--- config.mk ---
export PLATFORM = sky130hd
export DESIGN_NAME = pipelined_adder_decoder
export DESIGN_NICKNAME = d
export VERILOG_FILES = /design/src/rtl/pipelined_adder_decoder_pkg.sv /design/src/rtl/pipelined_adder_decoder_hex_to_7seg.sv /design/src/rtl/pipelined_adder_decoder.sv
export SDC_FILE = /design/constraint.sdc
export NUM_CORES = 1
export LEC_CHECK = 0
export BUFFER_PORTS_ARGS = -buffer_cell sky130_fd_sc_hd__buf_2
export CORE_UTILIZATION = 61
export CTS_CLUSTER_DIAMETER = 100
export DETAILED_ROUTE_END_ITERATION = 6
export HOLD_SLACK_MARGIN = 0.1
export PLACE_DENSITY = 0.84
export SLEW_MARGIN = 10
export SYNTH_ARGS = -nofsm -noshare
export SYNTH_HDL_FRONTEND = slang
export SYNTH_SLANG_ARGS = --single-unit
--- constraint.sdc ---
create_clock -name clk -period 5.19 [get_ports clk]
set_input_delay 1.038 -clock clk [delete_from_list [all_inputs] [get_ports clk]]
set_output_delay 1.038 -clock clk [all_outputs]
set_load 0.01 [all_outputs]
--- src/rtl/pipelined_adder_decoder_pkg.sv ---
// Shared definitions for the pipelined adder/decoder: operation modes and
// the active-low hex glyph table used by the 7-segment driver.
package adder_pkg;

    typedef enum logic [1:0] {
        MODE_ADD = 2'b00,
        MODE_SUB = 2'b01,
        MODE_SAT = 2'b10,
        MODE_ACC = 2'b11
    } mode_e;

    localparam logic [6:0] SEG_BLANK = 7'h7F;

    // Segment order {g,f,e,d,c,b,a}, a lit segment is driven low.
    localparam logic [6:0] HEX_GLYPH [16] = '{
        7'h40, 7'h79, 7'h24, 7'h30, 7'h19, 7'h12, 7'h02, 7'h78,
        7'h00, 7'h10, 7'h08, 7'h03, 7'h46, 7'h21, 7'h06, 7'h0E
    };

endpackage

--- src/rtl/pipelined_adder_decoder_hex_to_7seg.sv ---
// Combinational nibble to active-low 7-segment glyph lookup.
module hex_to_7seg
    import adder_pkg::*;
(
    input  logic [3:0] nibble,
    output logic [6:0] seg
);

    assign seg = HEX_GLYPH[nibble];

endmodule

--- src/rtl/pipelined_adder_decoder.sv ---
// Two-stage add/sub/saturate/accumulate pipeline whose results are shown on a
// time-multiplexed hex 7-segment display (one carry digit above the nibbles).
module pipelined_adder_decoder
    import adder_pkg::*;
#(
    parameter int WIDTH     = 4,
    parameter int NDIG      = WIDTH / 4 + 1,
    parameter int SCAN_BITS = 16
) (
    input  logic             clk,
    input  logic             rst,
    input  logic             in_valid,
    input  logic [1:0]       mode,
    input  logic             acc_clr,
    input  logic [WIDTH-1:0] input1,
    input  logic [WIDTH-1:0] input2,
    output logic             out_valid,
    output logic [WIDTH-1:0] out,
    output logic             carry,
    output logic             ovf,
    output logic [6:0]       seg,
    output logic [NDIG-1:0]  an
);

    localparam int SEL_W = $clog2(NDIG);

    mode_e            mode_p0;
    logic [WIDTH-1:0] acc_base_p0;
    logic [WIDTH:0]   sum_p0;

    logic             vld_p1;
    mode_e            mode_p1;
    logic [WIDTH:0]   r_p1;
    logic [WIDTH-1:0] acc;

    logic [WIDTH:0]   disp;
    logic [SCAN_BITS-1:0] scan;
    logic [SEL_W-1:0] sel;
    logic [3:0]       nib;
    logic             blank;
    logic [NDIG-1:0]  an_next;
    logic [6:0]       glyph;

    assign mode_p0 = mode_e'(mode);

    // A same-cycle clear is applied before the accumulate add.
    assign acc_base_p0 = acc_clr ? '0 : acc;

    always_comb begin
        sum_p0 = {1'b0, input1} + {1'b0, input2};
        case (mode_p0)
            MODE_SUB: sum_p0 = {1'b0, input1} - {1'b0, input2};
            MODE_ACC: sum_p0 = {1'b0, acc_base_p0} + {1'b0, input1};
            default:  sum_p0 = {1'b0, input1} + {1'b0, input2};
        endcase
    end

    // ---- stage 1: operate, update accumulator ----
    always_ff @(posedge clk) begin
        if (rst) begin
            vld_p1  <= 1'b0;
            mode_p1 <= MODE_ADD;
            r_p1    <= '0;
            acc     <= '0;
        end else begin
            vld_p1 <= in_valid;
            if (in_valid) begin
                mode_p1 <= mode_p0;
                r_p1    <= sum_p0;
            end
            if (in_valid && mode_p0 == MODE_ACC) begin
                acc <= sum_p0[WIDTH-1:0];
            end else if (acc_clr) begin
                acc <= '0;
            end
        end
    end

    // ---- stage 2: result formatting, saturation ----
    always_ff @(posedge clk) begin
        if (rst) begin
            out_valid <= 1'b0;
            out       <= '0;
            carry     <= 1'b0;
            ovf       <= 1'b0;
        end else begin
            out_valid <= vld_p1;
            if (vld_p1) begin
                if (mode_p1 == MODE_SAT && r_p1[WIDTH]) begin
                    out   <= '1;
                    carry <= 1'b1;
                    ovf   <= 1'b1;
                end else begin
                    out   <= r_p1[WIDTH-1:0];
                    carry <= r_p1[WIDTH];
                    ovf   <= 1'b0;
                end
            end
        end
    end

    // ---- display: result latch, scan counter, registered digit drive ----
    assign sel   = scan[SCAN_BITS-1 -: SEL_W];
    assign blank = (32'(sel) >= NDIG);

    always_comb begin
        nib = {3'b000, disp[WIDTH]};
        for (int i = 0; i < NDIG - 1; i++) begin
            if (sel == SEL_W'(i)) nib = disp[4*i +: 4];
        end
        an_next = blank ? '1 : ~(NDIG'(1) << sel);
    end

    hex_to_7seg u_hex_to_7seg (
        .nibble (nib),
        .seg    (glyph)
    );

    always_ff @(posedge clk) begin
        if (rst) begin
            disp <= '0;
            scan <= '0;
            seg  <= SEG_BLANK;
            an   <= '1;
        end else begin
            if (out_valid) disp <= {carry, out};
            scan <= scan + 1'b1;
            seg  <= blank ? SEG_BLANK : glyph;
            an   <= an_next;
        end
    end

endmodule

# After elaboration in Yosys (flattened, before gate mapping)
# Memory sizes are Yosys's and may differ from the RTL's. A register that Yosys moved wholly into a read port is not among the register bits.
# Index checks and enable logic that the tools add are counted.
[word_totals] inputBits=14 mem_bits_rw=0 ff_bits=42 rom_bits=112 out_inout_bits=16 memories=1 word_cells=31 latchBits=0
[classes] n_div=0 addsub=4 order_cmp=0 n_reduce_logical=2 n_eq_ne=3 n_mul=0 shifts=1 muxes=7 n_bitwise=2
[memory_table] memory="(no name shown)" words=16 width=7 rd=1 rd_clocked_by_memory_dff=1 write_ports=0 line_no="pipelined_adder_decoder_hex_to_7seg.sv:9" text="assign seg = HEX_GLYPH[nibble];"
[op_table] cell="adder 16 x 1 -> 16 bit (second input constant)" n=1
[op_table] cell="2-to-1 mux 4 bit" n=4
[op_table] cell="adder 4 x 4 -> 5 bit" n=2
[op_table] cell="case mux 5 bit (2 select lines)" n=1
[op_table] cell="NOT 4 -> 5 bit" n=1
[op_table] cell="subtractor 4 x 4 -> 5 bit" n=1
[op_table] cell="equality test 2 bit (second input constant)" n=2
[op_table] cell="equality test 2 x 1 -> 1 bit (second input constant)" n=1
[op_table] cell="logical AND 1 bit" n=2
[op_table] cell="2-to-1 mux 1 bit" n=2
[op_table] cell="NOT 2 bit" n=1
[op_table] cell="left shift 1 x 1 -> 2 bit (first input constant)" n=1

# Logic depth before layout (Yosys ltp)
# Gate-level depths: netlist of the first run.
[depth] word_depth=4 mapped_depth=10 mapped_depth_nobuf=10

# Hierarchy
# A second synthesis of the first run with hierarchy kept.
[hier_totals] cells_unflattened=258 hier_area_um2=2423.6
[by_module_without_submodules] mod="pipelined_adder_decoder" seq_area_each_um2=980.9 area_each_um2=2160.8 instances=1 cells_each=227
[by_module_without_submodules] mod="hex_to_7seg" seq_area_each_um2=0.0 area_each_um2=262.8 instances=1 cells_each=31

# Least setup slack after synthesis of the first run
# No wires, ideal clock.
[synth_path] path_kind="input -> register" start="input mode[1]" end="register r_p1[3]" stages=8 path_slack_ns=2.326 t_arrival_ns=2.737 required_time_ns=5.063 path_buffers=1 setup_time_ns=0.127 path_cell_list="clkbuf_1 > nand3b_1 > a31oi_1 > ha_1 > a21o_1 > a21o_1 > nor4bb_1 > or3_1"
[synth_between] elab_chain_len=2 elab_cells_between_ends=3 classes_between="eq/ne (2); mux (1)"
[synth_lines] item="from (decl)" line_no="pipelined_adder_decoder.sv:13" text="input logic [1:0] mode,"
[synth_lines] item="equality test 2 bit or equality test 2 x 1 -> 1 bit (tied branches)" line_no="pipelined_adder_decoder.sv:51" text="case (mode_p0)"
[synth_lines] item="case mux 5 bit (2 select lines) *" line_no="pipelined_adder_decoder.sv:51"
[synth_lines] item="to (signal assigned)" line_no="pipelined_adder_decoder.sv:69" text="r_p1 <= sum_p0;"
[synth_lines] item="to (decl)" line_no="pipelined_adder_decoder.sv:33" text="logic [WIDTH:0] r_p1;"
# Every way passes the cells marked *; elsewhere a longest branch is shown, timed or not.
# A chain may end at the register's enable or synchronous reset.

# Worst setup path in the final report of the first run
[layout_path] start="input input2[0]" end="register r_p1[3]"
[layout_between] elab_chain_len=2 elab_cells_between_ends=3 classes_between="add/sub (2); mux (1)"
[layout_lines] item="from (decl)" line_no="pipelined_adder_decoder.sv:16" text="input logic [WIDTH-1:0] input2,"
[layout_lines] item="adder 4 x 4 -> 5 bit or subtractor 4 x 4 -> 5 bit (tied branches)" line_no="pipelined_adder_decoder.sv:54, pipelined_adder_decoder.sv:52"
[layout_lines] item="case mux 5 bit (2 select lines) *" line_no="pipelined_adder_decoder.sv:51"
# Marked as above.

==> results of run 1 <==
## layout make-up
type | count | area (µm²)
sequential | 49 | 980.9
tap | 48 | 60.06
timing repair buffer | 29 | 145.1
clock inverter | 1 | 5.005
inverter | 10 | 37.54
fill | 294 | 1116
clock buffer | 5 | 68.82
multi-input combinational | 180 | 1247
## flip-flops by register name, summed over array words and instances (netlist names)
name,count
acc,4
an,2
carry,1
disp,5
mode_p1,2
out,4
out_valid,1
ovf,1
r_p1,5
scan,16
seg,7
vld_p1,1
## metal layers
metal,vias to the layer above,share of wire,wire (µm),global-route usage
met4,0,0.015,59,0.07670
met1,830,0.48,1865,0.2520
li1,925,-,-,-
met2,38,0.47,1844,0.3923
met5,-,0,0,0
met3,6,0.040,156,0.06522
## power by group
group          switching [W]  leakage [nW]   total, W  internal, W
clock network       0.000112        0.0399   0.000201    0.0000887
logic              0.0000379         0.610  0.0000711    0.0000332
registers         0.00000919         0.400   0.000399     0.000389
total               0.000160          1.05   0.000671     0.000511
## path summary, 6_finish.rpt
check                               to  cells after the start
setup / recovery  r_p1[3]$_SDFFE_PP0P_                     10
hold / removal        ovf$_SDFFE_PP0P_                      2
setup reg to reg     seg[3]$_SDFF_PP1_                      5
hold reg to reg       ovf$_SDFFE_PP0P_                      2
## tightest hold or removal path, delay by kind of cell, from the launching register on
family,cells,cell delay (ns)
flip-flops,1,0.32
AO/OA/AOI/OAI,1,0.06
AND/OR/NAND/NOR,1,0.06
## Yosys cell counts (3+ instances only)
library cell  number  area, µm²
a21o_1             5      37.54
a21oi_1            9      45.04
a31oi_1            3      18.77
clkbuf_1          13      48.80
dfxtp_1           49      980.9
ha_1              12      150.1
inv_1             10      37.54
mux2i_1           17      170.2
nand2_1           14      52.55
nand2b_1           6      37.54
nand3_1            7      35.03
nand4_1            3      18.77
nor2_1            31      116.4
nor2b_1            6      37.54
nor3_1             9      45.04
o21ai_0            8      40.04
xnor2_1            9      78.83
xor2_1             3      26.28
## cell families after synthesis
logic type | count (synthesis) | synth area share
xor gates and xnor gates | 12 | 0.04541
and+or+nand+nor | 96 | 0.2178
muxes | 19 | 0.08811
buffers and inverters | 23 | 0.03730
AOI/OAI and AO/OA | 40 | 0.1141
DFF | 49 | 0.4238
adders and majority gates | 13 | 0.07351
## per-stage QoR
| stage | setup WS (ns) | cells | power, W | util |
|---|---|---|---|---|
| 2_1_floorplan | 2.326 | 252 | 0.0004569 | - |
| 3_3_place_gp | 2.138 | 316 | 0.0004768 | 0.6750 |
| 3_5_place_dp | 2.084 | 316 | 0.0004792 | 0.6750 |
| 4_1_cts | 2.403 | 322 | 0.0006800 | 0.6951 |
| 5_1_grt | 2.242 | 322 | 0.0007065 | 0.6951 |
| 6_report | 2.414 | 322 | 0.0006709 | 0.6951 |
==> run summary, run 1 <==
The post-synthesis sequential element count was 49. After detailed routing, the total wire length is 3926 µm. The fraction of layout cells with a size suffix above 1 was 0.1569. The signal on the critical path passes through buf_2 -> inv_1 -> ha_1 -> nand2_1 -> a31oi_1 -> ha_1 -> a21o_1 -> a21o_1 -> nor4bb_1 -> or3_1.

After global routing the overflow that remains totals 0. The critical path data arrival time was 2.96 ns. In this run the power density over the cells is 263.6 nW/µm². Setup repair after global routing left no endpoint under its margin. The tools report the source of the worst hold timing path as ovf$_SDFFE_PP0P_. The proportion of synthesized chip area in sequential cells came out at 0.4238. The area of all placed cells without fillers came out at 2545 µm². The placeable core area came out at 3661 µm². In this design, the stage delay of the slowest critical-path cell is 0.39 ns. VDD sags by at most 0.1523 mV. In the routed design, unresolved DRC markers number 0. The worst setup path is launched from a primary input.

TritonCTS built the clock tree. After the last flow step, the layout net total stands at 302. The cell family contributing the most delay on the critical path is compound AO/OA/AOI/OAI gates.

The maximum buffer depth of the clock tree is 2. The count of final hold-check violations was 0. The top cell types in the final layout, fill and taps aside, are dfxtp_1 (49), nor2_1 (31), buf_2 (29), mux2i_1 (17), nand2_1 (14). After detailed routing, the number of vias per cell comes to 5.587. Summed over all cells, the static leakage comes to 1.050 nW.

For the pin with the worst max-slew slack, the measured transition is 0.8378 ns. The synthesized area divided by synthesized cell count works out to 9.185 µm². Relative to the synthesized area, the layout overhead comes to 9.946%. After clock tree synthesis, the flow added hold-fix buffers numbering 0. The final route contains 1799 vias.

Across all register-to-register paths, the minimum setup slack is 2.91 ns. After the first detailed-routing iteration, the DRC count stood at 115. The ratio of final minimum period to clock period is 0.5349, and the effective utilization at floorplan is 0.6323. Of all nets on the critical path, the largest fanout is 4.

At the end of routability-driven placement, the weighted congestion stood at 0.7990. STA classifies the critical path endpoint as a register. At the worst endpoint, the required time is 5.37 ns. The die covers 4045 µm². The placed standard-cell area was 2471 µm²; the sum of buffers and inverters on the critical path was 2. The worst hold path belongs to the class reg -> reg. The tools report the number of placement rows as 22. The flow ran to the end, and the final reports show no timing, DRC or antenna violations. Setup violations remaining at the end of the flow were counted as 0.

The root buffer cell chosen for the clock tree is clkbuf_8. The setup path with the least slack is of type in -> reg. The worst register-to-register path begins at scan[15]$_SDFF_PP0_.

For the total CTS buffers, the log shows 5. The most used flip-flop cell after synthesis is dfxtp_1. The logs give 1670 for the via count of the first global-routing pass and 0 for the count of buffers added by post-CTS timing repair for setup.

The count of pins over their slew limit was 0. The tightest hold path in the finished design has a slack of 0.4805 ns. The count of max-cap constraint violations is 0. The logs give 52 for the pin count of the biggest net entering global routing and 0 for the number of antenna violations at the first check in global routing. The post-synthesis net count is 279. During I/O placement, the number of pins put on the boundary was 30.

Counting flops with a built-in enable in the synthesized netlist gives 0. During synthesis, Yosys emitted a total of 0 warnings. For the setup TNS, the log shows 0 ns. The share of flip-flops with an asynchronous set or reset is 0, and the total of buffers placed on input and output ports is 29. The logs give 4 for the number of optimization iterations in the first detailed-route pass and 252 for the number of instances in the synthesized netlist.

The global-route usage over all layers is 0.2223, and the wire length of the first global-routing pass is 7031 µm. The run gives 0.4415 as the worst slew margin relative to its limit. Once detailed placement completed, the half-perimeter wirelength came to 2873 µm. The launching element of the worst setup path is input2[0]. For the clock insertion delay at the later pin of the skew report, the log shows 0.29 ns.

The height of the die was 63.60 µm. The number of library cell types mapped by synthesis is 44. On the critical path, the stage with the largest delay is an instance of or3_1. The die is 63.60 µm wide. The setup skew after layout was 0.002218 ns; the deepest level of the CTS H-tree was 2. The post-synthesis cell area was 2315 µm²; the antenna diode count was 0. Most common library cell in the layout ignoring fill and taps: dfxtp_1.

Counting I/O delays and the setup requirement, the final critical path takes 2.776 ns. In this run the remaining antenna-violating nets after routing total 0. After detailed routing, the average wire length per cell comes to 12.19 µm.

The maximum clock rate is 0.3602 GHz. The tree built by TritonCTS fans out to 49 sinks. For the post-CTS resize count, the log shows 0. The clock slew at the register clock pins of the worst setup and hold paths was 0.08 ns.
Note: power is estimated with default switching activity, not from simulation.
==> run 2: changes to the inputs <==
- CORE_UTILIZATION: 61 -> 57
- PLACE_DENSITY: 0.84 -> 0.79
- clock period: 5.19 -> 2.9 ns (I/O delays scaled with it)
==> run 2 against run 1 <==
Global-route usage increased by 0.18 points. Critical path depth shrank 5. Count of clock-buffer cells in the layout stayed put. Sequential power up 79%. Critical endpoint is now seg[3]$_SDFF_PP1_.
==> run summary, run 2 (synthesized netlist as in run 1, its figures left out) <==
In this run the horizontal extent of the chip is 65.73 µm. Setup violations remaining at the end of the flow were counted as 0. For the global-route usage over all layers, the log shows 0.2242. The tools report the number of antenna violations at the first check in global routing as 0. The height of the die was 65.73 µm. Count of buffers added by post-CTS timing repair for setup: 0. The via density per instance works out to 5.439. The logs give 80 for the number of DRC markers after the initial detailed-route iteration and 0 ns for the setup TNS. The flip-flop count of the largest register, all copies and words added works out to 16.

In this run the count of I/O pins placed on the die edge is 30. The net switching share of the total power works out to 0.2186. For this block, the routed nets add up to 4102 µm of wire.

The critical path goes through mux2i_1 -> inv_1 -> ha_1 -> mux4_2 -> or2_2. The run gives 4320 µm² as the area of the die. The repair_antennas step left the layout with diodes totalling 0.

The part of the power in combinational logic is 0.093. Share of the core filled with cells: 0.6948. After the last flow step, the layout net total stands at 304. After detailed routing, the number of remaining DRC violations is 0.

Leaving out fill and tap cells, the most frequent cell in the layout is dfxtp_1. The detail route stage leaves a number of antenna-violating nets equal to 0. Entering global routing, the biggest net connects 24 pins. In the layout the commonest cells are dfxtp_1 (49), nor2_1 (31), buf_2 (29), mux2i_1 (17), nand2_1 (14). The run gives 1773 as the total via count in the routed design.

Sum of buffers and inverters on the critical path: 1. The run gives 2926 µm as the half-perimeter wire length after placement. The highest layer touched by signal routing is met4. The layout-stage area growth over the synthesis result came out at 13.19%. The total of buffers placed on input and output ports came out at 29. The via count of the first global-routing pass was 1729; the number of sinks driven by the clock tree was 49.

The count of max-cap constraint violations is 0, and the wire length per cell is 12.58 µm. scan holds more flip-flops than any other register. The clock root buffer master is clkbuf_8. In this run the power density over the cells is 537.6 nW/µm². The maximum net fanout on the critical path is 12, and the effective utilization at floorplan is 0.6138.

The slew at the pin closest to its max-slew limit was 0.4939 ns. Data on the critical path is required at its endpoint by 3.10 ns. The highest cell delay on the worst timing path was 0.56 ns; the internal power was 0.001101 W. For the final database, setup skew stands at 0.004799 ns. Setup repair after global routing left no endpoint under its margin. The run gives 0.401 as the clock share of power. Across the VDD grid, the largest voltage drop is 0.3137 mV.

The logs give 0.7773 for the placer's final routability congestion estimate and 318 for the cell total after placement. The maximum buffer depth of the clock tree is 2, and the final critical path time including I/O delays and setup is 2.312 ns. Number of hold buffers added after cts: 0. On the critical path the largest part of the delay comes from multiplexers.

Overall power consumption after layout is estimated at 0.001408 W. The largest individual stage delay along the critical path comes from the cell dfxtp_1. For the layout filler cell count, the log shows 301. Non-filler instance count after layout: 326. The ratio of final minimum period to clock period came out at 0.7972. The run finished with clean final reports. The largest registers in the layout are scan (16), seg (7). The fraction of layout cells with a size suffix above 1 works out to 0.1691. The wire length of the first global-routing pass was 7355 µm; the post-CTS resize count was 0. For the met2 wire length, the log shows 1868 µm. TritonCTS built the clock tree. The run gives 0.506 as the sequential cell fraction of total power.

The worst setup path is captured at a register. The clock insertion delay at the later pin of the skew report came out at 0.30 ns. The routed design uses 171 µm of met3 wire. At the worst endpoint, the arrival time is 2.51 ns. The core region is 3771 µm².

The length of routed wiring on met1 is 1964 µm, and the count of pins over their slew limit is 0. After clock tree synthesis, the clock-pin slew on the worst setup and hold paths is 0.09 ns. The logs give 0.6613 for the worst slew margin relative to its limit and 4 for the number of optimization iterations in the first detailed-route pass. The floorplan has 22 rows. Buffers inserted during clock tree synthesis total 5. In this run the number of H-tree levels came out at 2.

The min-delay analysis places its worst path in the category reg -> reg. The tools report the maximum clock rate as 0.4325 GHz. For this run the aggregate overflow at the end of global routing stands at 0. The run gives 0 as the count of final hold-check violations. The reported leakage power came out at 1.088 nW. The switching power summed over all nets is 0.0003079 W. The critical path is of the reg -> reg type. The kind of start point of the critical path is a register.
## run 2: worst paths after layout
check        slack, ns                 from  cells past startpoint                  to
max               0.59  scan[15]$_SDFF_PP0_                      5   seg[3]$_SDFF_PP1_
max reg2reg       0.59  scan[15]$_SDFF_PP0_                      5   seg[3]$_SDFF_PP1_
min               0.46   scan[0]$_SDFF_PP0_                      1  scan[0]$_SDFF_PP0_
min reg2reg       0.46   scan[0]$_SDFF_PP0_                      1  scan[0]$_SDFF_PP0_
## run 2: metrics by stage
stage               instance area [µm²]  hold slack [ns]  worst slack, ns
CTS                                2620           0.4687           0.5841
global placement                   2486           0.4383           0.3208
finish                             2620           0.4630           0.5881
floorplan                          2315           0.4260           0.4941
detailed placement                 2486           0.4474           0.2562
global route                       2620           0.5208           0.4030
## run 2: metal layers
metal / global-route usage / vias up
met5: 0 / -
met4: 0.1060 / 0
met3: 0.06424 / 10
met2: 0.3724 / 48
met1: 0.2628 / 788
li1: - / 927
## run 2: area by class of cell
| class | instances | area [µm²] | share of cell area |
|---|---|---|---|
| Sequential cell | 49 | 980.9 | 0.3744 |
| Tap cell | 48 | 60.06 | 0.02292 |
| Timing Repair Buffer | 31 | 160.2 | 0.06113 |
| Clock buffer | 5 | 68.82 | 0.02627 |
| Inverter | 10 | 37.54 | 0.01433 |
| Multi-Input combinational cell | 180 | 1247 | 0.4761 |
| Clock inverter | 3 | 65.06 | 0.02483 |
## run 2: power by group through the flow
stage / sequential [W] / combinational [W] / clock [W]
after floorplan: 0.000728 / 0.0000901 / 0
after global placement: 0.000729 / 0.000127 / 0
after detailed placement: 0.000729 / 0.000131 / 0
after CTS: 0.000713 / 0.000131 / 0.000580
after global routing: 0.000718 / 0.000148 / 0.000606
final: 0.000713 / 0.000131 / 0.000564
## run 2: worst register-to-register path, cell delays in order, from the launching register on
cell and delay [ns]:
dfxtp_1 0.56, mux2i_1 0.51, inv_1 0.13, ha_1 0.28, mux4_2 0.45, or2_2 0.28
==> run 3: changes to the inputs <==
- ABC_AREA: default -> 1
- CORE_UTILIZATION: 57 -> 52
- PLACE_DENSITY: 0.79 -> 0.76
- clock period: 2.9 -> 1.9 ns (I/O delays scaled with it)
==> run 3 against run 2 <==
Utilization down 8.4 points. Final cell count up 29%. Synthesized cell count up 32%. Total power up 40%. Register-to-register slack worse by 0.30 ns. Critical path depth up 5. Clock power up 4.6%. Sequential share of layout area down 1.0 points. Critical endpoint is now acc[2]$_SDFF_PP0_. Highest routed layer unchanged.
==> run summary, run 3 <==
The first TritonRoute pass finished after 4 iterations. The capture endpoint of the worst hold path was mode_p1[1]$_SDFFE_PP0P_. The tools report the critical register-to-register path startpoint as acc[0]$_SDFF_PP0_. Maximum net fanout on the critical path: 3. The slowest stage of the critical path belongs to the cell fa_1. The tools report the setup skew after layout as 0.004000 ns.

The register-to-register path setup slack came out at 0.29 ns. The clock reaches the later pin of the worst-skew pair after 0.30 ns. TritonCTS built the clock tree. Total of endpoints with negative setup slack in the final report: 0. The run gives 1893 as the via count of the first global-routing pass. Dividing the detail-routed via count by the number of cells gives 5.000. For this run, design rule violations remaining after detail routing come to 0.

The area share of the largest cell type after synthesis is 0.4077, and the maximum clock rate is 0.5818 GHz. Broken down by cell family, the worst path's largest delay share belongs to adder cells. The layout-stage area growth over the synthesis result came out at 12.01%. The worst setup path is captured at a register. Ratio of final minimum period to clock period: 0.9046.

The worst path meets setup with 0.1813 ns of slack. The H-tree generated during clock tree synthesis spans 2 levels. Once the clock tree was built, the setup fixing pass inserted 0 buffers. The number of enable flip-flop cells after synthesis is 0, and the clock slew at the register clock pins of the worst setup and hold paths is 0.09 ns. The final critical path time including I/O delays and setup was 1.719 ns; the pin count of the biggest net entering global routing was 28.

The height of the die is 70.02 µm, and the number of antenna violations at the first check in global routing is 0. The run gives 0.4077 as the proportion of synthesized chip area in sequential cells. The count of pins over their slew limit was 0. At the pin with the least slew margin, the transition time is 0.4403 ns. The library cells used most frequently in the layout, excluding fill and tap cells, are nand2_1 (72), dfxtp_1 (49), nor2_1 (41), inv_1 (38), buf_2 (29).

The largest registers in the layout are scan (16), seg (7). TritonCTS created 5 clock buffers. After synthesis the cells add up to 2406 µm².

Each instance of the synthesized netlist takes up on average 7.247 µm². Input and output buffers added on the ports amount to 29. The flow ran to the end, and the final reports show no timing, DRC or antenna violations. The worst-case IR drop observed on VDD is 0.3867 mV.

Prior to clock tree synthesis, the placed netlist has a worst setup slack of -0.1781 ns. The library cell used most frequently in the layout, excluding fill and tap cells, is nand2_1. The register with the most flip-flops in the layout has 16 of them. Along the worst hold path, the cell count comes to 3. Setup repair after global routing left no endpoint under its margin. Counting flops per register, the top entry is scan. After synthesis, the netlist uses 28 different library cells. The critical path data arrival time is 1.95 ns.

Counting every net in the synthesized netlist gives 359. The commonest cells after synthesis are nand2_1 (72), dfxtp_1 (49), nor2_1 (41). The tree is rooted in a clkbuf_8. The run gives 2 as the maximum buffer depth of the clock tree. The critical path required time is 2.13 ns, and the highest cell delay on the worst timing path is 0.44 ns. The count of nets left with antenna violations once routing finished came out at 0. Count of final hold-check violations: 0. The fraction of layout cells with a size suffix above 1 is 0.1717, and the wire length per cell is 10.38 µm. The antenna diode count came out at 0.

The sum of buffers and inverters on the critical path is 3. The global-route congestion overflow total is 0. For this design, the sink count on the clock tree is 49.

STA classifies the critical path startpoint as a primary input. The half-perimeter wire length after placement is 3286 µm, and the I/O pin total is 30. The region available for standard cell placement spans 4414 µm². Counting flops and latches in the post-synthesis netlist gives 49. The signal on the critical path passes through buf_2 -> inv_1 -> ha_1 -> nor2_1 -> a221oi_1 -> buf_4 -> fa_1 -> xor2_1 -> o21ai_1 -> a21oi_1. The path class of the tightest hold or removal check is in -> reg. The startpoint identified for the worst hold timing path is mode[1]. The final layout contains routed wiring with a total length of 4350 µm. Yosys printed 0 warnings. The share of flip-flops with an asynchronous set or reset is 0, and the number of placement rows is 24. The logs give 332 for the number of instances in the synthesized netlist and 0.7060 for the worst slew margin relative to its limit. For the area of the die, the log shows 4903 µm². The setup path with the least slack is of type in -> reg.

For this block, the initial DRC count from the detailed router was 92. The total power divided by cell area works out to 730.7 nW/µm². The tools report the reported leakage power as 1.210 nW. The number of cells traversed by the worst register-to-register path is 9.

The final layout contains 393 nets. The run gives 0.1971 as the global-route usage over all layers. Total power for the finished layout comes to 0.001969 W. The main flop type after synthesis was dfxtp_1.

By instance count, the leading cell after synthesis is nand2_1. The count of max-cap constraint violations is 0, and the wire length of the first global-routing pass is 7928 µm. Routability-driven placement finished with a final weighted congestion of 0.8100. Yosys attributes the largest share of cell area to dfxtp_1 (41%), nand2_1 (11%), nor2_1 (6.4%). The largest total area in the synthesized netlist belongs to dfxtp_1. Effective utilization at floorplan: 0.5451. The endpoint identified for the worst register-to-register timing path is acc[2]$_SDFF_PP0_. The total via count in the routed design came out at 2095. The horizontal die dimension came out at 70.02 µm.
## run 3: worst reg2reg max path, delay by kind of cell (launching register included)
| kind | cells | cell delay (ns) |
|---|---|---|
| AO/OA/AOI/OAI | 3 | 0.26 |
| XOR/XNOR | 1 | 0.22 |
| adder cells (fa/ha/maj) | 2 | 0.63 |
| buffers and inverters | 1 | 0.04 |
| flip-flops | 1 | 0.30 |
| AND/OR/NAND/NOR | 2 | 0.10 |
## run 3: layout make-up
type	count	area [µm²]
clock buffers	5	68.82
clock inverters	3	17.52
fillers	411	1719
inverters	48	180.2
multi-input cells	229	1207
flip-flops and latches	49	980.9
well taps	52	65.06
repair buffers	33	175.2
## run 3: report_power, final
group	total [W]	internal [W]	leakage, nW	switching, W
combinational	0.000278	0.000111	0.764	0.000168
clock	0.000590	0.000254	0.0439	0.000336
sequential	0.00110	0.00108	0.402	0.0000253
total	0.00197	0.00144	1.21	0.000529
## run 3: what timing repair did
action / CTS / global route
resized for setup: 0 / 1
endpoints found under the setup margin: 0 / 1
hold buffers: 0 / 0
## run 3: stage by stage
stage	TNS, ns	utilization	hold slack [ns]	cells	area, µm²
final	0	0.6105	0.3460	419	2695
after CTS	0	0.6105	0.3443	419	2695
after global placement	-0.5413	0.5910	0.4480	411	2609
after detailed placement	-0.6785	0.5910	0.4495	411	2609
after global routing	0	0.6105	0.3464	419	2695
after floorplan	0	-	0.4336	332	2406
## run 3: logic make-up (layout without fill, tap and decap cells)
family | count (synthesis) | count (layout) | synth area share
AND/OR/NAND/NOR | 155 | 155 | 0.2907
XOR/XNOR | 4 | 4 | 0.01456
buffers and inverters | 54 | 89 | 0.09048
adder cells (fa/ha/maj) | 13 | 13 | 0.07072
AO/OA/AOI/OAI | 57 | 57 | 0.1258
flip-flops | 49 | 49 | 0.4077
## run 3: how the worst max path moves through the flow
stage,depth (start not counted),start,endpoint,slack (ns)
finish,10,input2[0],acc[2]$_SDFF_PP0_,0.18
global route,10,input2[0],acc[2]$_SDFF_PP0_,0.04
CTS,10,input2[0],r_p1[2]$_SDFFE_PP0P_,0.15
detailed placement,10,input2[0],r_p1[2]$_SDFFE_PP0P_,-0.18
global placement,10,input2[0],r_p1[2]$_SDFFE_PP0P_,-0.13
floorplan,7,input2[0],r_p1[1]$_SDFFE_PP0P_,0.06
## run 3: metal layers
metal / part of all wire / vias to the layer above / wire, µm / track usage
met5: 0 / - / 0 / 0
met4: 0.013 / 0 / 57 / 0.06667
met3: 0.036 / 7 / 155 / 0.03608
met2: 0.46 / 41 / 2006 / 0.3387
met1: 0.49 / 916 / 2130 / 0.2477
li1: - / 1131 / - / -
